<file path="config.mk">
export PLATFORM = sky130hd
export DESIGN_NAME = axil_reg_master
export DESIGN_NICKNAME = d
export VERILOG_FILES = /design/src/rtl/axil_reg_master.sv
export SDC_FILE = /design/constraint.sdc
export NUM_CORES = 1
export LEC_CHECK = 0
export CORE_ASPECT_RATIO = 1.4
export CORE_MARGIN = 5
export CORE_UTILIZATION = 30
export CTS_CLUSTER_SIZE = 40
export DETAILED_ROUTE_END_ITERATION = 10
export SLEW_MARGIN = 20
export SYNTH_ARGS = -nofsm -noshare
export SYNTH_HDL_FRONTEND = slang
export SYNTH_SLANG_ARGS = --single-unit
</file>
<file path="constraint.sdc">
create_clock -name m_axi_aclk -period 3.9 [get_ports m_axi_aclk]
set_clock_uncertainty 0.2 [all_clocks]
set_input_delay 0.78 -clock m_axi_aclk [delete_from_list [all_inputs] [get_ports m_axi_aclk]]
set_output_delay 0.78 -clock m_axi_aclk [all_outputs]
set_load 0.01 [all_outputs]
</file>
<file path="src/rtl/axil_reg_master.sv">
// AXI4-Lite register initiator: one command in, one AXI4-Lite transaction out, one response back.
// Optional B/R watchdog is compiled in with `define AXIL_REG_MASTER_TIMEOUT_EN (limit TIMEOUT_CYCLES).
module axil_reg_master #(
  parameter int ADDR_WIDTH     = 16,
  parameter int DATA_WIDTH     = 32,
  parameter int TIMEOUT_CYCLES = 1024
) (
  input  logic                    m_axi_aclk,
  input  logic                    m_axi_aresetn,
  input  logic                    cmd_valid,
  output logic                    cmd_ready,
  input  logic                    cmd_write,
  input  logic [ADDR_WIDTH-1:0]   cmd_addr,
  input  logic [DATA_WIDTH-1:0]   cmd_wdata,
  input  logic [DATA_WIDTH/8-1:0] cmd_wstrb,
  output logic                    rsp_valid,
  input  logic                    rsp_ready,
  output logic [DATA_WIDTH-1:0]   rsp_rdata,
  output logic [1:0]              rsp_resp,
  output logic                    rsp_timeout,
  output logic [ADDR_WIDTH-1:0]   m_axi_awaddr,
  output logic [2:0]              m_axi_awprot,
  output logic                    m_axi_awvalid,
  input  logic                    m_axi_awready,
  output logic [DATA_WIDTH-1:0]   m_axi_wdata,
  output logic [DATA_WIDTH/8-1:0] m_axi_wstrb,
  output logic                    m_axi_wvalid,
  input  logic                    m_axi_wready,
  input  logic [1:0]              m_axi_bresp,
  input  logic                    m_axi_bvalid,
  output logic                    m_axi_bready,
  output logic [ADDR_WIDTH-1:0]   m_axi_araddr,
  output logic [2:0]              m_axi_arprot,
  output logic                    m_axi_arvalid,
  input  logic                    m_axi_arready,
  input  logic [DATA_WIDTH-1:0]   m_axi_rdata,
  input  logic [1:0]              m_axi_rresp,
  input  logic                    m_axi_rvalid,
  output logic                    m_axi_rready
);

  typedef enum logic [2:0] {IDLE, WR_REQ, WR_RESP, RD_REQ, RD_RESP, RSP} state_t;

  localparam logic [ADDR_WIDTH-1:0] ADDR_MASK = ~ADDR_WIDTH'(3);

  if (DATA_WIDTH != 32 || TIMEOUT_CYCLES < 2) begin : g_param_check
    $error("axil_reg_master: DATA_WIDTH must be 32 and TIMEOUT_CYCLES >= 2");
  end

  state_t                  state, state_next;
  logic                    live;
  logic                    aw_done, w_done;
  logic [ADDR_WIDTH-1:0]   addr_q;
  logic [DATA_WIDTH-1:0]   wdata_q;
  logic [DATA_WIDTH/8-1:0] wstrb_q;
  logic                    timeout_q;
  logic                    cmd_fire, aw_fire, w_fire, expired;

  assign cmd_fire = cmd_valid & cmd_ready;
  assign aw_fire  = m_axi_awvalid & m_axi_awready;
  assign w_fire   = m_axi_wvalid & m_axi_wready;

`ifdef AXIL_REG_MASTER_TIMEOUT_EN
  localparam int CNT_W = $clog2(TIMEOUT_CYCLES + 1);
  logic [CNT_W-1:0] count;

  always_ff @(posedge m_axi_aclk or negedge m_axi_aresetn) begin
    if (!m_axi_aresetn) begin
      count <= '0;
    end else if (cmd_fire) begin
      count <= '0;
    end else if (state != IDLE && state != RSP && count != CNT_W'(TIMEOUT_CYCLES)) begin
      count <= count + CNT_W'(1);
    end
  end

  // count lags the cycle index by one, so firing at TIMEOUT_CYCLES-2 puts rsp_valid
  // exactly TIMEOUT_CYCLES cycles after acceptance.
  assign expired = (state == WR_RESP || state == RD_RESP) &&
                   (count >= CNT_W'(TIMEOUT_CYCLES - 2));
`else
  assign expired = 1'b0;
`endif

  // NOTE: every output of this block gets a default first, so no path can infer a latch.
  always_comb begin
    state_next    = state;
    cmd_ready     = 1'b0;
    m_axi_awvalid = 1'b0;
    m_axi_wvalid  = 1'b0;
    m_axi_bready  = 1'b0;
    m_axi_arvalid = 1'b0;
    m_axi_rready  = 1'b0;
    rsp_valid     = 1'b0;
    unique case (state)
      IDLE: begin
        // live keeps cmd_ready low until the first clock after reset release.
        cmd_ready = live;
`ifdef AXIL_REG_MASTER_TIMEOUT_EN
        m_axi_bready = live;
        m_axi_rready = live;
`endif
        if (live && cmd_valid) state_next = cmd_write ? WR_REQ : RD_REQ;
      end
      WR_REQ: begin
        m_axi_awvalid = !aw_done;
        m_axi_wvalid  = !w_done;
        if ((aw_done || m_axi_awready) && (w_done || m_axi_wready)) state_next = WR_RESP;
      end
      WR_RESP: begin
        m_axi_bready = 1'b1;
        if (m_axi_bvalid || expired) state_next = RSP;
      end
      RD_REQ: begin
        m_axi_arvalid = 1'b1;
        if (m_axi_arready) state_next = RD_RESP;
      end
      RD_RESP: begin
        m_axi_rready = 1'b1;
        if (m_axi_rvalid || expired) state_next = RSP;
      end
      RSP: begin
        rsp_valid = 1'b1;
`ifdef AXIL_REG_MASTER_TIMEOUT_EN
        m_axi_bready = 1'b1;
        m_axi_rready = 1'b1;
`endif
        if (rsp_ready) state_next = IDLE;
      end
      default: state_next = IDLE;
    endcase
  end

  // NOTE: sequential state uses non-blocking assignments so every flop samples pre-edge values.
  always_ff @(posedge m_axi_aclk or negedge m_axi_aresetn) begin
    if (!m_axi_aresetn) begin
      // NOTE: the command and response registers are plain flops, so they are reset to 0 with the FSM.
      state     <= IDLE;
      live      <= 1'b0;
      aw_done   <= 1'b0;
      w_done    <= 1'b0;
      addr_q    <= '0;
      wdata_q   <= '0;
      wstrb_q   <= '0;
      rsp_rdata <= '0;
      rsp_resp  <= '0;
      timeout_q <= 1'b0;
    end else begin
      state <= state_next;
      live  <= 1'b1;
      if (cmd_fire) begin
        addr_q  <= cmd_addr;
        wdata_q <= cmd_wdata;
        wstrb_q <= cmd_wstrb;
        aw_done <= 1'b0;
        w_done  <= 1'b0;
      end
      if (aw_fire) aw_done <= 1'b1;
      if (w_fire)  w_done  <= 1'b1;
      if (state == WR_RESP && m_axi_bvalid) begin
        rsp_rdata <= '0;
        rsp_resp  <= m_axi_bresp;
        timeout_q <= 1'b0;
      end else if (state == RD_RESP && m_axi_rvalid) begin
        rsp_rdata <= m_axi_rdata;
        rsp_resp  <= m_axi_rresp;
        timeout_q <= 1'b0;
      end else if (expired) begin
        rsp_rdata <= '0;
        rsp_resp  <= 2'b10;
        timeout_q <= 1'b1;
      end
    end
  end

  assign m_axi_awaddr = addr_q & ADDR_MASK;
  assign m_axi_araddr = addr_q & ADDR_MASK;
  assign m_axi_wdata  = wdata_q;
  assign m_axi_wstrb  = wstrb_q;
  assign m_axi_awprot = 3'b000;
  assign m_axi_arprot = 3'b000;
  assign rsp_timeout  = timeout_q;

endmodule

</file>
==> results of run 1 <==
flip-flops by register name, indices dropped and copies added (netlist names):
| signal | count |
|---|---|
| state | 3 |
| w_done | 1 |
| live | 1 |
| rsp_rdata | 32 |
| m_axi_wdata | 32 |
| m_axi_wstrb | 4 |
| addr_q | 14 |
| rsp_resp | 2 |
| aw_done | 1 |
placed cells by master, fill, tap and decap left out, types with 2 or more instances in the layout:
cell type and count:
and2_1 3, nand3b_1 3, conb_1 12, a21oi_1 2, nand2_1 10, mux2_2 2
bufinv_16 2, clkinv_4 2, mux2i_1 2, buf_4 4, nor2_1 5, dfrtp_1 90
mux2_4 48, clkdlybuf4s50_1 199, clkbuf_16 9, a32oi_1 2, a22o_1 34
kinds of logic (layout without fill, tap and decap cells):
family,count (synthesis),count (layout),synth area share
flip-flops,90,90,0.583
AND/OR/NAND/NOR,29,29,0.0444
AO/OA/AOI/OAI,43,43,0.0937
buffers and inverters,41,220,0.0791
other,2,12,0.00194
multiplexers,52,52,0.198
metal layers:
layer | global-route usage | share of wire | up-vias
met1 | 0.152 | 0.38 | 1372
met5 | 0 | 0 | -
met4 | 0.0791 | 0.039 | 0
li1 | - | - | 1249
met2 | 0.239 | 0.51 | 129
met3 | 0.0397 | 0.071 | 24
worst paths after layout:
kind	to	cells past startpoint	slack, ps	from
setup / recovery	m_axi_bready	3	900	state[1]
hold / removal	rsp_rdata[28]	1	190	m_axi_aresetn
setup reg to reg	addr_q[14]	3	1460	state[0]
hold reg to reg	rsp_resp[1]	2	270	rsp_resp[1]
max in group asynchronous	rsp_rdata[4]	2	2480	m_axi_aresetn
min in group m_axi_aclk	rsp_resp[1]	2	270	rsp_resp[1]
critical path, delay by kind of cell, from the launching register on:
family | cells | cell delay (ps)
flops | 1 | 590
buf+inv | 1 | 560
simple gates | 2 | 540
per-stage QoR:
step	power [uW]	worst slack, ps
2_1_floorplan	2800	1940
3_3_place_gp	3980	1140
3_5_place_dp	4020	1040
4_1_cts	5010	870
5_1_grt	5200	779
6_report	4930	900
cell type report:
class	count	area (um^2)	share of cell area
multi-input combinational	136	1350	0.220
sequential	90	2250	0.366
clock buffer	11	243	0.0395
inverter	1	3.75	0.000610
timing repair buffer	203	2020	0.329
clock inverter	5	86.3	0.0140
tap	153	191	0.0311
power groups by stage:
stage / Clock, uW / Combinational, uW / Sequential (uW)
floorplan: 0 / 972 / 1830
global placement: 0 / 2310 / 1670
detailed placement: 0 / 2320 / 1700
CTS: 982 / 2340 / 1690
global route: 1020 / 2430 / 1750
finish: 948 / 2300 / 1680
==> impl_metrics.csv, run 1 <==
group,metric,value,unit
floorplanning,rows,49,
detailed_routing,vias,2774,
synthesis,yosysMostFrequentCell,"dfrtp_1",
cells_and_area,n_fill_cell,1156,
cts,path_clk_slew,70,ps
cts,tritoncts,"built",
critical_path,cpPeakStageDelay,590,ps
cells_and_area,nets,539,
critical_path,critical_path_class,"flop to primary output",
floorplanning,chipWidth,106,um
power_and_ir_drop,p_sw_frac,0.300,
cts,insertion_delay,330,ps
timing,post-route-period-util,0.769,
hold_path,hp-class,"primary input to asynchronous set/reset pin",
place,place.gp.congestion,0.698,
cells_and_area,syn_to_final_growth,59.3,%
power_and_ir_drop,comb_power_share,0.466,
global_routing,grt_pass1_vias,2984,
detailed_routing,wl_per_cell,17.8,um
cts,cts_resized,0,
critical_path,cp_max_fo,10,
synthesis,ys_types,29,
cts,post_cts_buffers,0,
synthesis,yosysTopAreaCell,"dfrtp_1",
floorplanning,core,0.0128,mm^2
cts,cts_buffer_depth,2,
timing,slew_viol_final,0,
detailed_routing,routed_wl,10600,um
critical_path,crit_path_end_kind,"primary output",
critical_path,cp-start-kind,"flop",
cts,clkSinkCount,90,
place,io_buffers,200,
detailed_routing,drt_first_pass_iters,6,
power_and_ir_drop,internal-power,3450,uW
global_routing,overflow,0,
synthesis,synth_top_cell_area_share,0.583,
synthesis,ys_async_sr_fraction,1.00,
timing,fin_hold_ws,190,ps
power_and_ir_drop,ir_worst_vdd,310,uV
place,dpl_cell_area,0.00582,mm^2
synthesis,ys_seq_area_frac,0.583,
critical_path,arrival,2020,ps
detailed_routing,vias_per_cell,4.63,
global_routing,grt_max_degree,53,
cells_and_area,drive_gt1_frac,0.164,
synthesis,syn_inst,257,
critical_path,crit_path_cell_trace,"nor2b_1, and2_1, clkdlybuf4s50_1",
floorplanning,design.portCount,214,
timing,period_needed,3000,ps
global_routing,grtUsageTotal,0.138,
timing,hold_viol,0,
power_and_ir_drop,p_switching,1480,uW
timing,rsz0062_at_grt,"false",
global_routing,grt_first_pass_wirelength,16400,um
synthesis,synthTopCellsByCount,"dfrtp_1, mux2_4, a22o_1",
power_and_ir_drop,power_frac_clock,0.192,
cts,root_buffer,"clkbuf_16",
synthesis,synth_area,0.00386,mm^2
outcome,status,"finished, final reports clean",
job,maxCapViolCount,0,
cells_and_area,finalInstanceArea,0.00615,mm^2
global_routing,antenna_found_initial,0,
synthesis,synth_flop_cell,"dfrtp_1",
critical_path,required,2920,ps
cells_and_area,instances_no_fill,599,
place,dp_hpwl,7900,um
timing,timing.final.setup_violations,0,
cts,cts.htree.levels,3,
detailed_routing,ant_nets,0,
synthesis,synth.area.top_cells,"dfrtp_1, mux2_4, a22o_1",
cells_and_area,n_antenna_cell,0,
floorplanning,dieHeight,144,um
synthesis,yosysWarnings,0,
cts,postCtsHoldBufs,0,
timing,relSlewSlack,0.342,
detailed_routing,drc,0,
synthesis,synth_area_per_cell,15.0,um^2
power_and_ir_drop,p_per_area,801,mW/mm^2
timing,max_clock_freq,333,MHz
floorplanning,initial_utilization,0.303,
timing,fin_setup_tns,0,ps
floorplanning,dieArea,0.0153,mm^2
power_and_ir_drop,p_leak,0.00283,uW
cts,cts_buffers,9,
place,placed_cells,583,
synthesis,synth-edff-count,0,
power_and_ir_drop,p_seq_frac,0.341,
synthesis,ys_ff_latch,90,
timing,worst_slew_pin_slew,987,ps
cells_and_area,utilization,0.482,
detailed_routing,drt_iter0_markers,57,
critical_path,slowest_stage,"dfrtp_1",
(Power assumes the default switching activity.)
==> run 2: changes to the inputs <==
--- a/config.mk
+++ b/config.mk
@@ -10,6 +10,7 @@
 export CORE_UTILIZATION = 30
 export CTS_CLUSTER_SIZE = 40
 export DETAILED_ROUTE_END_ITERATION = 10
+export PLACE_DENSITY = 0.67
 export SLEW_MARGIN = 20
 export SYNTH_ARGS = -nofsm -noshare
 export SYNTH_HDL_FRONTEND = slang
==> constraint.sdc (replaced) <==
create_clock -name m_axi_aclk -period 2.7 [get_ports m_axi_aclk]
set_clock_uncertainty 0.2 [all_clocks]
set_input_delay 0.54 -clock m_axi_aclk [delete_from_list [all_inputs] [get_ports m_axi_aclk]]
set_output_delay 0.54 -clock m_axi_aclk [all_outputs]
set_load 0.01 [all_outputs]
==> impl_metrics.csv, run 2 (synthesized netlist as in run 1, its figures left out) <==
group,metric,value,unit
place,dp_hpwl,8020,um
cells_and_area,instances_no_fill,604,
power_and_ir_drop,p_leak,0.00285,uW
timing,max_clock_freq,391,MHz
timing,hold_viol,0,
floorplanning,dieHeight,144,um
cells_and_area,drive_gt1_frac,0.177,
detailed_routing,drt_iter0_markers,113,
critical_path,rrSetupSlack,690,ps
floorplanning,dieArea,0.0153,mm^2
detailed_routing,vias_per_cell,4.56,
timing,fin_hold_ws,268,ps
cts,clkSinkCount,90,
timing,relSlewSlack,0.642,
detailed_routing,drc,0,
floorplanning,rows,49,
critical_path,required,1960,ps
cells_and_area,layout_commonest_cell,"clkdlybuf4s50_1",
cts,cts_buffers,9,
detailed_routing,ant_nets,0,
critical_path,cp_max_fo,10,
timing,slew_viol_final,0,
cts,root_buffer,"clkbuf_16",
critical_path,reg2reg_to,"m_axi_wdata[7]",
global_routing,grt_pass1_vias,3036,
cells_and_area,layout_common_cells,"clkdlybuf4s50_1, dfrtp_1, mux2_4",
global_routing,grt_first_pass_wirelength,16600,um
detailed_routing,vias,2752,
cts,insertion_delay,320,ps
critical_path,crit_start,"state[1]",
power_and_ir_drop,power,6970,uW
global_routing,grtUsageTotal,0.137,
place,placed_cells,587,
floorplanning,core,0.0128,mm^2
hold_path,hp-class,"flop to flop",
timing,rsz0062_at_grt,"false",
detailed_routing,wl_per_cell,17.6,um
cells_and_area,n_antenna_cell,0,
outcome,status,"finished, final reports clean",
timing,fin_ws,144,ps
global_routing,overflow,0,
place,post-place-ws,264,ps
global_routing,antenna_found_initial,0,
floorplanning,design.portCount,214,
detailed_routing,drt_first_pass_iters,4,
critical_path,crit_path_end_kind,"primary output",
critical_path,arrival,1820,ps
cts,cts_buffer_depth,2,
timing,worst_slew_pin_slew,537,ps
cts,post_cts_buffers,0,
timing,timing.final.setup_violations,0,
critical_path,endpoint,"cmd_ready",
floorplanning,chipWidth,106,um
timing,fin_setup_tns,0,ps
critical_path,reg2reg_depth,4,
critical_path,cp-start-kind,"flop",
cts,path_clk_slew,60,ps
cts,tritoncts,"built",
cells_and_area,nets,544,
critical_path,reg2reg_from,"state[1]",
cts,cts.htree.levels,3,
place,place.gp.congestion,0.686,
critical_path,critical_path_class,"flop to primary output",
floorplanning,initial_utilization,0.303,
detailed_routing,routed_wl,10700,um
cells_and_area,syn_to_final_growth,60.1,%
global_routing,grt_max_degree,51,
place,io_buffers,200,
power_and_ir_drop,ir_worst_vdd,451,uV
timing,period_needed,2560,ps
timing,post-route-period-util,0.947,
power_and_ir_drop,p_per_area,1130,mW/mm^2
job,maxCapViolCount,0,
## run 2: changes by cell type in the layout (fill, tap and decap cells not counted), moves of 2 or more
| cell | delta |
|---|---|
| dfrtp_2 | +2 |
| buf_4 | +2 |
| dfrtp_1 | -2 |
| buf_12 | +2 |
| bufinv_16 | -2 |
## run 2: worst max-delay path, stage by stage (launching register included)
cell and delay, ps:
dfrtp_2 500, nor4b_4 360, clkdlybuf4s50_1 640
## run 2: power by group
part	total [uW]	switching (uW)	internal, uW
Sequential	2420	427	1990
Combinational	3380	1200	2170
Clock	1180	524	655
## run 2: what timing repair did
action	in CTS	in global routing
gates resized for setup	2	4
hold buffers	1	0
setup endpoints to repair	2	3
pin swaps	0	0
endpoints found under the hold margin	11	0
## run 2: per-stage QoR
step	utilization	cell area (um^2)
2_1_floorplan	-	3900
3_3_place_gp	0.461	5880
3_5_place_dp	0.461	5880
4_1_cts	0.484	6170
5_1_grt	0.485	6180
6_report	0.485	6180
## run 2: worst min-delay path by stage
stage                       start          end  slack, ps  depth (start not counted)
CTS                   rsp_resp[0]  rsp_resp[0]        280                          2
global route          rsp_resp[0]  rsp_resp[0]        310                          2
floorplan           m_axi_aresetn   addr_q[10]         40                          0
global placement      rsp_resp[0]  rsp_resp[0]        260                          2
detailed placement    rsp_resp[0]  rsp_resp[0]        260                          2
finish                rsp_resp[0]  rsp_resp[0]        270                          2
## run 2: area by class of cell
type | instances | area [um^2]
clock buffer | 11 | 243
clock inverter | 5 | 38.8
tap | 153 | 191
timing repair buffer | 208 | 2090
sequential | 90 | 2250
inverter | 1 | 3.75
multi-input combinational | 136 | 1360
fill | 1154 | 6570
## run 2: per-layer routing
metal  global-route usage  vias to the layer above  routed length (um)
li1                     -                     1252                   -
met1                0.156                     1372                4040
met2                0.242                      118                5570
met3               0.0442                       10                 847
met4               0.0471                        0                 200
met5                    0                        -                   0
==> run 3: changes to the inputs <==
--- a/config.mk
+++ b/config.mk
@@ -10,7 +10,6 @@
 export CORE_UTILIZATION = 30
 export CTS_CLUSTER_SIZE = 40
 export DETAILED_ROUTE_END_ITERATION = 10
-export PLACE_DENSITY = 0.67
 export SLEW_MARGIN = 20
 export SYNTH_ARGS = -nofsm -noshare
 export SYNTH_HDL_FRONTEND = slang
==> constraint.sdc (replaced) <==
create_clock -name m_axi_aclk -period 3.3 [get_ports m_axi_aclk]
set_clock_uncertainty 0.2 [all_clocks]
set_input_delay 0.66 -clock m_axi_aclk [delete_from_list [all_inputs] [get_ports m_axi_aclk]]
set_output_delay 0.66 -clock m_axi_aclk [all_outputs]
set_load 0.01 [all_outputs]
==> impl_metrics.csv, run 3 (synthesized netlist as in run 1, its figures left out) <==
group,metric,value,unit
detailed_routing,ant_nets,0,
hold_path,hp-class,"primary input to asynchronous set/reset pin",
floorplanning,initial_utilization,0.303,
global_routing,grt_first_pass_wirelength,16400,um
critical_path,crit_start,"state[1]",
global_routing,grt_pass1_vias,2999,
global_routing,grtUsageTotal,0.139,
floorplanning,core,0.0128,mm^2
outcome,status,"finished, final reports clean",
power_and_ir_drop,p_per_area,940,mW/mm^2
place,post-place-ws,584,ps
cts,clkSinkCount,90,
timing,slew_viol_final,0,
cts,cts_resized,0,
detailed_routing,routed_wl,10700,um
critical_path,cp_max_fo,10,
critical_path,critical_path_class,"flop to primary output",
critical_path,crit_cells,3,
detailed_routing,vias,2767,
power_and_ir_drop,p_leak,0.00284,uW
timing,fin_ws,436,ps
timing,period_needed,2860,ps
cells_and_area,layout_commonest_cell,"clkdlybuf4s50_1",
timing,fin_setup_tns,0,ps
cells_and_area,syn_to_final_growth,60.0,%
critical_path,critPathBufInv,1,
timing,rsz0062_at_grt,"false",
timing,hold_viol,0,
power_and_ir_drop,ir_worst_vdd,353,uV
critical_path,crit_path_cell_trace,"nor2b_1, and2_1, clkdlybuf4s50_1",
critical_path,slowest_stage,"dfrtp_1",
critical_path,cp-start-kind,"flop",
detailed_routing,vias_per_cell,4.63,
cts,cts.htree.levels,3,
place,io_buffers,200,
cts,post_cts_buffers,0,
cts,postCtsHoldBufs,0,
global_routing,grt_max_degree,52,
global_routing,overflow,0,
timing,timing.final.setup_violations,0,
critical_path,required,2440,ps
detailed_routing,drt_iter0_markers,52,
timing,relSlewSlack,0.549,
cells_and_area,layout_common_cells,"clkdlybuf4s50_1, dfrtp_1, mux2_4",
timing,worst_slew_pin_slew,677,ps
floorplanning,rows,49,
floorplanning,dieHeight,144,um
timing,max_clock_freq,349,MHz
critical_path,endpoint,"m_axi_bready",
place,dp_hpwl,8010,um
cts,insertion_delay,330,ps
cells_and_area,drive_gt1_frac,0.162,
cts,path_clk_slew,60,ps
cts,root_buffer,"clkbuf_16",
global_routing,antenna_found_initial,0,
cts,cts_buffer_depth,2,
critical_path,cpPeakStageDelay,590,ps
critical_path,cp_top_family,"flip-flops",
detailed_routing,drc,0,
floorplanning,chipWidth,106,um
cts,tritoncts,"built",
critical_path,reg2reg_depth,4,
critical_path,rrSetupSlack,990,ps
critical_path,reg2reg_to,"addr_q[2]",
floorplanning,dieArea,0.0153,mm^2
detailed_routing,wl_per_cell,17.9,um
job,maxCapViolCount,0,
cells_and_area,n_antenna_cell,0,
critical_path,reg2reg_from,"state[0]",
cells_and_area,nets,539,
timing,post-route-period-util,0.868,
place,place.gp.congestion,0.712,
cts,cts_buffers,9,
critical_path,crit_path_end_kind,"primary output",
critical_path,arrival,2000,ps
floorplanning,design.portCount,214,
detailed_routing,drt_first_pass_iters,4,
==> run 3: cell count changes in the layout (fill, tap and decap cells not counted), moves of 2 or more <==
cell and change:
dfrtp_1 +2, bufinv_16 +2, dfrtp_2 -2, buf_4 -5
==> run 3: area by class of cell <==
type	count	area [um^2]
Timing Repair Buffer	203	2060
Multi-Input combinational cell	136	1350
Clock buffer	11	243
Clock inverter	4	76.3
Inverter	1	3.75
Fill cell	1115	6570
Tap cell	153	191
Sequential cell	90	2250
==> run 3: power by group <==
| group | switching [uW] | internal, uW | total [uW] |
|---|---|---|---|
| combinational | 964 | 1760 | 2730 |
| sequential | 362 | 1630 | 1990 |
| clock | 412 | 682 | 1090 |
==> run 3: metrics by stage <==
stage               cell area [um^2]  power (uW)  std cells  hold WS [ps]  utilization
CTS                             6180        5910        598           123        0.484
detailed placement              5860        4760        583           258        0.459
global placement                5860        4710        583           268        0.459
floorplan                       3900        3310        267           164            -
finish                          6180        5810        598           103        0.485
global route                    6180        6130        598           140        0.485
==> run 3: worst min-delay path by stage <==
stage / from / to / slack, ps / cells past startpoint
final: m_axi_aresetn / m_axi_wdata[30] / 100 / 1
after global routing: m_axi_aresetn / m_axi_wdata[30] / 140 / 1
after CTS: m_axi_aresetn / m_axi_wdata[30] / 120 / 1
after detailed placement: rsp_resp[0] / rsp_resp[0] / 260 / 2
after global placement: rsp_resp[0] / rsp_resp[0] / 270 / 2
after floorplan: m_axi_aresetn / addr_q[10] / 160 / 0
==> run 3: metal layers <==
metal | vias to the layer above | global-route usage | wire length, um | part of all wire
met3 | 20 | 0.0433 | 759 | 0.071
met1 | 1370 | 0.149 | 4010 | 0.37
li1 | 1243 | - | - | -
met5 | - | 0 | 0 | 0
met2 | 134 | 0.248 | 5650 | 0.53
met4 | 0 | 0.0655 | 316 | 0.029
